### config.mk
export PLATFORM = sky130hd
export DESIGN_NAME = alu_share_arbiter
export DESIGN_NICKNAME = d
export VERILOG_FILES = /design/src/rtl/alu_share_arbiter.sv
export SDC_FILE = /design/constraint.sdc
export NUM_CORES = 1
export LEC_CHECK = 0
export ABC_AREA = 0
export BUFFER_PORTS_ARGS = -buffer_cell sky130_fd_sc_hd__buf_2
export CORE_AREA = 2 2 180 182
export DETAILED_ROUTE_END_ITERATION = 16
export DIE_AREA = 0 0 182 184
export PLACE_DENSITY_LB_ADDON = 0.2
export SLEW_MARGIN = 20
export SYNTH_ARGS = -nofsm -noshare
export SYNTH_HDL_FRONTEND = slang
export SYNTH_SLANG_ARGS = --single-unit
### constraint.sdc
create_clock -name clk -period 1.5 [get_ports clk]
set_input_delay 0.075 -clock clk [delete_from_list [all_inputs] [get_ports clk]]
set_output_delay 0.075 -clock clk [all_outputs]
set_load 0.03 [all_outputs]
### src/rtl/alu_share_arbiter.sv
// alu_share_arbiter
//   Shares one DW-bit vector/scalar ALU between two requesters:
//     port 0 = pipeline execute stage, port 1 = vector co-processing engine.
//   A request is granted only while IDLE. The granted operands are registered
//   onto alu_opa/alu_opb/alu_ctrl and held for ALU_LATENCY cycles. The ALU
//   result/flags are then captured and returned on the owner's valid/ready
//   response channel. Sequence: IDLE -> EXEC -> RESP -> IDLE.
//
//   Configuration macro: ALU_ARB_FIXED_PRIO_EN
//     defined   : port 0 always wins a tie (no round-robin pointer; port 1 may starve)
//     undefined : round-robin tie-break, at most one op of waiting per port
module alu_share_arbiter #(
  parameter int ALU_LATENCY = 2,
  parameter int DW          = 48
) (
  input  logic          clk,
  input  logic          rst_n,
  // request port 0 (execute stage)
  input  logic          req0_valid,
  output logic          req0_ready,
  input  logic [DW-1:0] req0_opa,
  input  logic [DW-1:0] req0_opb,
  input  logic [2:0]    req0_op,
  // request port 1 (vector engine)
  input  logic          req1_valid,
  output logic          req1_ready,
  input  logic [DW-1:0] req1_opa,
  input  logic [DW-1:0] req1_opb,
  input  logic [2:0]    req1_op,
  // response port 0
  output logic          rsp0_valid,
  input  logic          rsp0_ready,
  output logic [DW-1:0] rsp0_result,
  output logic [3:0]    rsp0_flags,
  // response port 1
  output logic          rsp1_valid,
  input  logic          rsp1_ready,
  output logic [DW-1:0] rsp1_result,
  output logic [3:0]    rsp1_flags,
  // shared ALU
  output logic [DW-1:0] alu_opa,
  output logic [DW-1:0] alu_opb,
  output logic [2:0]    alu_ctrl,
  input  logic [DW-1:0] alu_result,
  input  logic [3:0]    alu_flags,
  // status
  output logic          busy
);

  // A zero-latency ALU cannot be served by the EXEC hold phase.
  if (ALU_LATENCY < 1) begin : g_bad_latency
    $error("alu_share_arbiter: ALU_LATENCY must be >= 1");
  end

  // cnt only has to reach ALU_LATENCY-1.
  localparam int CW = (ALU_LATENCY < 2) ? 1 : $clog2(ALU_LATENCY);
  localparam logic [CW-1:0] CNT_LAST = CW'(ALU_LATENCY - 1);
  localparam logic [2:0]    CTRL_RST = 3'b111;

  typedef enum logic [1:0] {
    IDLE = 2'b00,
    EXEC = 2'b01,
    RESP = 2'b10
  } state_t;

  state_t        state_r;
  state_t        state_s;
  logic          owner_r;
  logic [CW-1:0] cnt_r;
  logic          grant_valid_s;
  logic          grant_port_s;
  logic          accept_s;
  logic          exec_done_s;
  logic          owner_ready_s;
  logic          rsp_done_s;

`ifndef ALU_ARB_FIXED_PRIO_EN
  logic          rr_ptr_r;
`endif

  // Grant selection: a single valid port wins outright; a tie goes to the
  // round-robin pointer, or to port 0 in the fixed-priority build.
  always_comb begin
    grant_valid_s = 1'b0;
    grant_port_s  = 1'b0;
    if (req0_valid && req1_valid) begin
      grant_valid_s = 1'b1;
`ifdef ALU_ARB_FIXED_PRIO_EN
      grant_port_s  = 1'b0;
`else
      grant_port_s  = rr_ptr_r;
`endif
    end else if (req0_valid) begin
      grant_valid_s = 1'b1;
      grant_port_s  = 1'b0;
    end else if (req1_valid) begin
      grant_valid_s = 1'b1;
      grant_port_s  = 1'b1;
    end else begin
      grant_valid_s = 1'b0;
      grant_port_s  = 1'b0;
    end
  end

  // Handshake qualifiers derived from the current state.
  always_comb begin
    accept_s      = (state_r == IDLE) && grant_valid_s;
    exec_done_s   = (state_r == EXEC) && (cnt_r == CNT_LAST);
    owner_ready_s = owner_r ? rsp1_ready : rsp0_ready;
    rsp_done_s    = (state_r == RESP) && owner_ready_s;
  end

  // Ready is only offered in IDLE, and only to the granted port.
  always_comb begin
    req0_ready = accept_s && (grant_port_s == 1'b0);
    req1_ready = accept_s && (grant_port_s == 1'b1);
  end

  // Next-state logic for the IDLE -> EXEC -> RESP sequence.
  always_comb begin
    state_s = state_r;
    case (state_r)
      IDLE: begin
        if (accept_s) begin
          state_s = EXEC;
        end else begin
          state_s = IDLE;
        end
      end
      EXEC: begin
        if (exec_done_s) begin
          state_s = RESP;
        end else begin
          state_s = EXEC;
        end
      end
      RESP: begin
        if (rsp_done_s) begin
          state_s = IDLE;
        end else begin
          state_s = RESP;
        end
      end
      default: begin
        state_s = IDLE;
      end
    endcase
  end

  // State register; busy is registered alongside so it mirrors state != IDLE.
  always_ff @(posedge clk) begin
    if (!rst_n) begin
      state_r <= IDLE;
      busy    <= 1'b0;
    end else begin
      state_r <= state_s;
      busy    <= (state_s != IDLE);
    end
  end

`ifndef ALU_ARB_FIXED_PRIO_EN
  // Round-robin pointer: after a grant, the other port gets the next tie.
  always_ff @(posedge clk) begin
    if (!rst_n) begin
      rr_ptr_r <= 1'b0;
    end else if (accept_s) begin
      rr_ptr_r <= ~grant_port_s;
    end else begin
      rr_ptr_r <= rr_ptr_r;
    end
  end
`endif

  // ALU operand registers: loaded only on an accept edge, held otherwise so
  // the ALU sees stable inputs for its whole latency.
  always_ff @(posedge clk) begin
    if (!rst_n) begin
      alu_opa <= {DW{1'b0}};
      alu_opb <= {DW{1'b0}};
      alu_ctrl <= CTRL_RST;
      owner_r <= 1'b0;
    end else if (accept_s) begin
      alu_opa  <= grant_port_s ? req1_opa : req0_opa;
      alu_opb  <= grant_port_s ? req1_opb : req0_opb;
      alu_ctrl <= grant_port_s ? req1_op  : req0_op;
      owner_r  <= grant_port_s;
    end else begin
      alu_opa  <= alu_opa;
      alu_opb  <= alu_opb;
      alu_ctrl <= alu_ctrl;
      owner_r  <= owner_r;
    end
  end

  // EXEC cycle counter: cleared on accept, advanced every EXEC cycle.
  always_ff @(posedge clk) begin
    if (!rst_n) begin
      cnt_r <= {CW{1'b0}};
    end else if (accept_s) begin
      cnt_r <= {CW{1'b0}};
    end else if (state_r == EXEC) begin
      cnt_r <= cnt_r + CW'(1);
    end else begin
      cnt_r <= cnt_r;
    end
  end

  // Response port 0: capture on the last EXEC edge if port 0 owns the op,
  // drop valid on the handshake edge. Data stays put between captures.
  always_ff @(posedge clk) begin
    if (!rst_n) begin
      rsp0_valid  <= 1'b0;
      rsp0_result <= {DW{1'b0}};
      rsp0_flags  <= 4'b0000;
    end else if (exec_done_s && (owner_r == 1'b0)) begin
      rsp0_valid  <= 1'b1;
      rsp0_result <= alu_result;
      rsp0_flags  <= alu_flags;
    end else if (rsp_done_s && (owner_r == 1'b0)) begin
      rsp0_valid  <= 1'b0;
      rsp0_result <= rsp0_result;
      rsp0_flags  <= rsp0_flags;
    end else begin
      rsp0_valid  <= rsp0_valid;
      rsp0_result <= rsp0_result;
      rsp0_flags  <= rsp0_flags;
    end
  end

  // Response port 1: same behaviour as port 0, keyed on owner == 1.
  always_ff @(posedge clk) begin
    if (!rst_n) begin
      rsp1_valid  <= 1'b0;
      rsp1_result <= {DW{1'b0}};
      rsp1_flags  <= 4'b0000;
    end else if (exec_done_s && (owner_r == 1'b1)) begin
      rsp1_valid  <= 1'b1;
      rsp1_result <= alu_result;
      rsp1_flags  <= alu_flags;
    end else if (rsp_done_s && (owner_r == 1'b1)) begin
      rsp1_valid  <= 1'b0;
      rsp1_result <= rsp1_result;
      rsp1_flags  <= rsp1_flags;
    end else begin
      rsp1_valid  <= rsp1_valid;
      rsp1_result <= rsp1_result;
      rsp1_flags  <= rsp1_flags;
    end
  end

endmodule

==> flow_summary.yaml, run 1 <==
sta:
  holdWs_ns: 0.0343
  clock_skew_ns: 0.0137
  hold_violations: 0
  timing.slew.headroom: 0.710
  fin_crit_sh: 1.09
  tightestPinTransition_ns: 0.435
  rsz0062_at_grt: "true"
  setup_violations: 65
  period_minus_slack_ns: 1.63
  finalSetupTns_ns: -6.85
  worst_slack_ns: -0.128
  fmax_mhz: 614
  drv_slew: 0
status:
  status: "finished, violations left"
  violations: "negative setup slack"
yosys:
  synth_fp_nets: 1249
  netlist_instances: 993
  synthFlopType: "dfxtp_1"
  synth_edf_count: 0
  seq_area_frac_synth: 0.514
  synth_top_cell_area_share: 0.514
  yosys.cell_count.top_type: "dfxtp_1"
  synthTopCellsByCount: "dfxtp_1, nand2_1, a21oi_1"
  async_flop_share: 0
  ys_types: 36
  ys_ff_latch: 211
  synth_area_leader_cell: "dfxtp_1"
  syn_avg_cell_area_sq_um: 8.28
  yosys-top-cells-area: "dfxtp_1, nand2_1, a221o_1, a21oi_1, nor3_1"
  netlist_area_sq_mm: 0.00822
  ys.warnings.count: 0
setup_path:
  end_kind: "flop"
  arrival_ns: 2.04
  worstSetupPathType: "reg -> reg"
  required_ns: 1.91
  startpoint_type: "flop"
  crit_fanout: 14
  r2r_cells: 5
cells_and_area:
  finalNetCount: 1976
  design_area_sq_mm: 0.0155
  fillers: 2994
  final_layout_size_suffix_gt1_frac: 0.376
  area_growth_pct: 88.9
  fin_util: 0.495
cts:
  cts_max_path_buffers: 3
  path_clk_slew_ns: 0.06
  cts-buffers-inserted: 25
  cts_tree: "built"
  cts_root_buf: "clkbuf_16"
  ctsHtreeMaxLevel: 1
  clock_sinks: 211
  clock_latency_ns: 0.54
place:
  port-buffer-count: 463
  dpl_cell_area_sq_mm: 0.0111
  hpwl_microns: 22400
  place.gp.congestion: 0.805
detailed_routing:
  detail_route.wl_per_cell_microns: 18.0
  drt_iter0_markers: 608
  drc: 0
  via_per_inst: 4.84
  wl_microns: 38500
  drt_first_pass_iters: 5
  ant_nets: 0
  vias: 10400
floorplanning:
  start_util: 0.262
  fp.dieH_microns: 184
  rows: 65
  die_w_microns: 182
  ios: 464
  dieArea_sq_mm: 0.0335
  core_area_sq_mm: 0.0314
global_route:
  grt_pass1_wl_microns: 54000
  grt_max_degree: 63
  grt_pass1_vias: 10100
  grt.total_usage: 0.199
  grt_overflow: 0
  antenna_found_initial: 2
pwr:
  leakage_nw: 7.03
  peakVddDrop_mv: 0.783
  total_power_mw: 15.4
  power.density_mw_per_mm2: 992
worst_hold_path:
  hold_depth: 4
  hp-class: "in -> reg"
run:
  drv_cap: 0
-- cell families (layout without fill, tap and decap cells) --
| kind of cell | after synthesis | count (layout) | share of synthesized area |
|---|---|---|---|
| buf+inv | 162 | 904 | 0.0837 |
| flops | 211 | 211 | 0.514 |
| other cells | 0 | 2 | 0 |
| xor+xnor | 1 | 1 | 0.00107 |
| simple gates | 369 | 369 | 0.204 |
| compound gates | 250 | 251 | 0.198 |
-- cells in the final DEF (no fill, tap or decap), drive strengths merged, types with 2 or more instances in the layout --
cell type / count
nand3: 38
nor2: 4
inv: 64
nand2: 209
a21oi: 106
clkbuf: 52
bufbuf: 5
o21a: 3
a221o: 61
buf: 528
clkinv: 4
a31oi: 35
o21ai: 40
dfxtp: 211
nand4: 41
nand2b: 4
dlygate4sd3: 250
and2: 2
nor3: 62
diode: 2
-- layer usage --
metal / track usage / share of wire / routed length [microns] / up-vias
met4: 0.0697 / 0.034 / 1320 / 0
met3: 0.0491 / 0.077 / 2950 / 89
met1: 0.246 / 0.40 / 15600 / 4855
li1: - / - / - / 4938
met2: 0.337 / 0.48 / 18700 / 474
met5: 0 / 0 / 0 / -
-- sequential cells by signal, indices dropped and copies added (netlist names) --
| register | flops |
|---|---|
| alu_opa | 48 |
| alu_opb | 48 |
| rsp0_result | 48 |
| rsp1_result | 48 |
| rsp0_flags | 4 |
| rsp1_flags | 4 |
| alu_ctrl | 3 |
| state_r | 2 |
| busy | 1 |
| cnt_r | 1 |
| owner_r | 1 |
| rr_ptr_r | 1 |
| rsp0_valid | 1 |
| rsp1_valid | 1 |
-- cell type report --
class	instances	area, sq um	area share
inverters	63	239	0.0154
clock inverters	6	70.1	0.00451
clock buffers	37	701	0.0451
diodes	2	5.00	0.000322
flip-flops and latches	211	4230	0.272
multi-input cells	621	3560	0.229
well taps	402	503	0.0324
repair buffers	798	6220	0.401
-- path summary, 6_finish.rpt --
| kind | startpoint | to | slack, ns |
|---|---|---|---|
| max reg2reg | state_r[0] | alu_opa[23] | -0.13 |
| min | req0_opa[11] | alu_opa[11] | 0.03 |
| max | state_r[0] | alu_opa[23] | -0.13 |
| min reg2reg | rsp0_result[8] | rsp0_result[8] | 0.45 |
-- power by group --
group | internal (mW) | switching [mW]
sequential | 5.92 | 0.171
combinational | 1.64 | 1.86
clock | 3.40 | 2.42
total | 11.0 | 4.45
-- through the flow --
step | setup slack, ns | cells
2_1_floorplan | -0.111 | 993
3_3_place_gp | 0.0249 | 1800
3_5_place_dp | -0.00239 | 1800
4_1_cts | -0.144 | 2105
5_1_grt | -0.177 | 2140
6_report | -0.128 | 2140
-- timing repair --
action,CTS,global route
gates cloned,5,22
resized for setup,27,86
setup endpoints to repair,4,173
hold buffers,250,0
setup buffers,7,11
endpoints found under the hold margin,207,0
pin swaps,10,15
-- worst max-delay path, cell delays in order (launching register included) --
cell and delay, ns:
dfxtp_2 0.34, or2_4 0.27, buf_6 0.14, o21a_4 0.27, buf_12 0.16, a221o_1 0.32
Power figures use the tool's default switching activity.
==> run 2: changes to the inputs <==
- RECOVER_POWER: default -> 50
==> run 2 against run 1 <==
The run still ends with negative setup slack left. Combinational power is 1% lower. Hold slack better by 0.0053 ns. Sequential power hardly changed. Critical endpoint unchanged.
==> flow_summary.yaml, run 2 (synthesis results as in run 1) <==
place:
  port-buffer-count: 463
  place_ws_ns: -0.00239
  place.gp.congestion: 0.805
  hpwl_microns: 22400
cells_and_area:
  final_common_cell: "buf_2"
  area_growth_pct: 87.0
  finalNetCount: 1976
  fillers: 3050
  final_cell_mix: "buf_2, dlygate4sd3_1, dfxtp_1, nand2_1, clkbuf_1"
  final_layout_size_suffix_gt1_frac: 0.303
sta:
  fmax_mhz: 614
  setup_violations: 65
  tightestPinTransition_ns: 0.460
  period_minus_slack_ns: 1.63
  clock_skew_ns: 0.0128
  rsz0062_at_grt: "true"
  finalSetupTns_ns: -6.90
  hold_violations: 0
  worst_slack_ns: -0.127
  fin_crit_sh: 1.08
  timing.slew.headroom: 0.695
  drv_slew: 0
detailed_routing:
  wl_microns: 38600
  ant_nets: 0
  detail_route.wl_per_cell_microns: 18.1
  drt_iter0_markers: 565
  via_per_inst: 4.85
  drt_first_pass_iters: 5
  drc: 0
  vias: 10400
status:
  status: "finished, violations left"
  violations: "negative setup slack"
floorplanning:
  ios: 464
  die_w_microns: 182
  rows: 65
  core_area_sq_mm: 0.0314
  dieArea_sq_mm: 0.0335
  start_util: 0.262
  fp.dieH_microns: 184
global_route:
  grt_overflow: 0
  grt.total_usage: 0.199
  grt_pass1_wl_microns: 54000
  grt_max_degree: 63
  antenna_found_initial: 2
  grt_pass1_vias: 10100
cts:
  cts_max_path_buffers: 3
  cts_tree: "built"
  clock_latency_ns: 0.54
  cts-buffers-inserted: 25
  path_clk_slew_ns: 0.06
  cts_root_buf: "clkbuf_16"
  ctsHtreeMaxLevel: 1
  clock_sinks: 211
setup_path:
  crit_path_max_incr_delay_ns: 0.34
  cp.buffers_inverters: 2
  required_ns: 1.91
  critPathLaunch: "state_r[0]"
  end_kind: "flop"
  crit_chain: "or2_4 -> buf_6 -> o21a_4 -> buf_12 -> a221o_1"
  startpoint_type: "flop"
  worstSetupPathType: "reg -> reg"
  critPathSlowestCell: "dfxtp_2"
  crit_fanout: 14
  crit_family: "compound AO/OA/AOI/OAI gates"
  arrival_ns: 2.04
  r2r_start: "state_r[0]"
pwr:
  leakage_nw: 6.51
  power.density_mw_per_mm2: 1000
  peakVddDrop_mv: 0.778
worst_hold_path:
  holdCritStartpoint: "req0_opa[11]"
  hp-class: "in -> reg"
run:
  drv_cap: 0
## run 2: cell count changes in the layout (fill, tap and decap cells not counted), sizes merged
cell and delta:
clkbuf +126, buf -126
## run 2: per-layer routing
layer	wire length, microns	vias up	track usage
li1	-	4943	-
met1	15600	4838	0.246
met2	18600	491	0.337
met3	3060	101	0.0491
met4	1340	0	0.0697
met5	0	-	0
## run 2: tightest hold or removal path, cell delays in order
cell	delay, ns
buf_2	0.11
inv_1	0.04
nor3_1	0.18
a221o_1	0.13
## run 2: worst paths after layout
check                                  endpoint  slack, ns  cells after the start
worst max-delay path                alu_opa[23]      -0.13                      5
worst min-delay path                alu_opa[11]       0.04                      4
worst max register to register      alu_opa[23]      -0.13                      5
worst min register to register  rsp1_result[28]       0.45                      2
## run 2: through the flow
step / util / cell area, sq um / cells / power (mW) / hold slack [ns]
floorplan: - / 8230 / 993 / 7.63 / 0.211
global placement: 0.354 / 11100 / 1800 / 8.67 / 0.298
detailed placement: 0.354 / 11100 / 1800 / 8.67 / 0.301
CTS: 0.469 / 14700 / 2105 / 15.3 / 0.00556
global route: 0.490 / 15400 / 2140 / 16.0 / 0.0596
finish: 0.490 / 15400 / 2140 / 15.4 / 0.0396
## run 2: where the power goes
part | internal [mW] | switching [mW]
Combinational | 1.59 | 1.87
Clock | 3.40 | 2.42
Sequential | 5.92 | 0.176
## run 2: timing repair
item	CTS	global route
buffers inserted	7	11
hold buffers	250	0
gates resized for setup	27	86
setup endpoints to repair	4	173
endpoints found under the hold margin	207	0
cloned	5	22
pin swaps	10	15
## run 2: final cells by class
class / instances / area (sq um) / area share
repair buffers: 798 / 6060 / 0.394
inverters: 63 / 239 / 0.0155
well taps: 402 / 503 / 0.0327
clock buffers: 37 / 701 / 0.0456
multi-input cells: 621 / 3560 / 0.232
clock inverters: 6 / 70.1 / 0.00456
diodes: 2 / 5.00 / 0.000326
flip-flops and latches: 211 / 4230 / 0.275
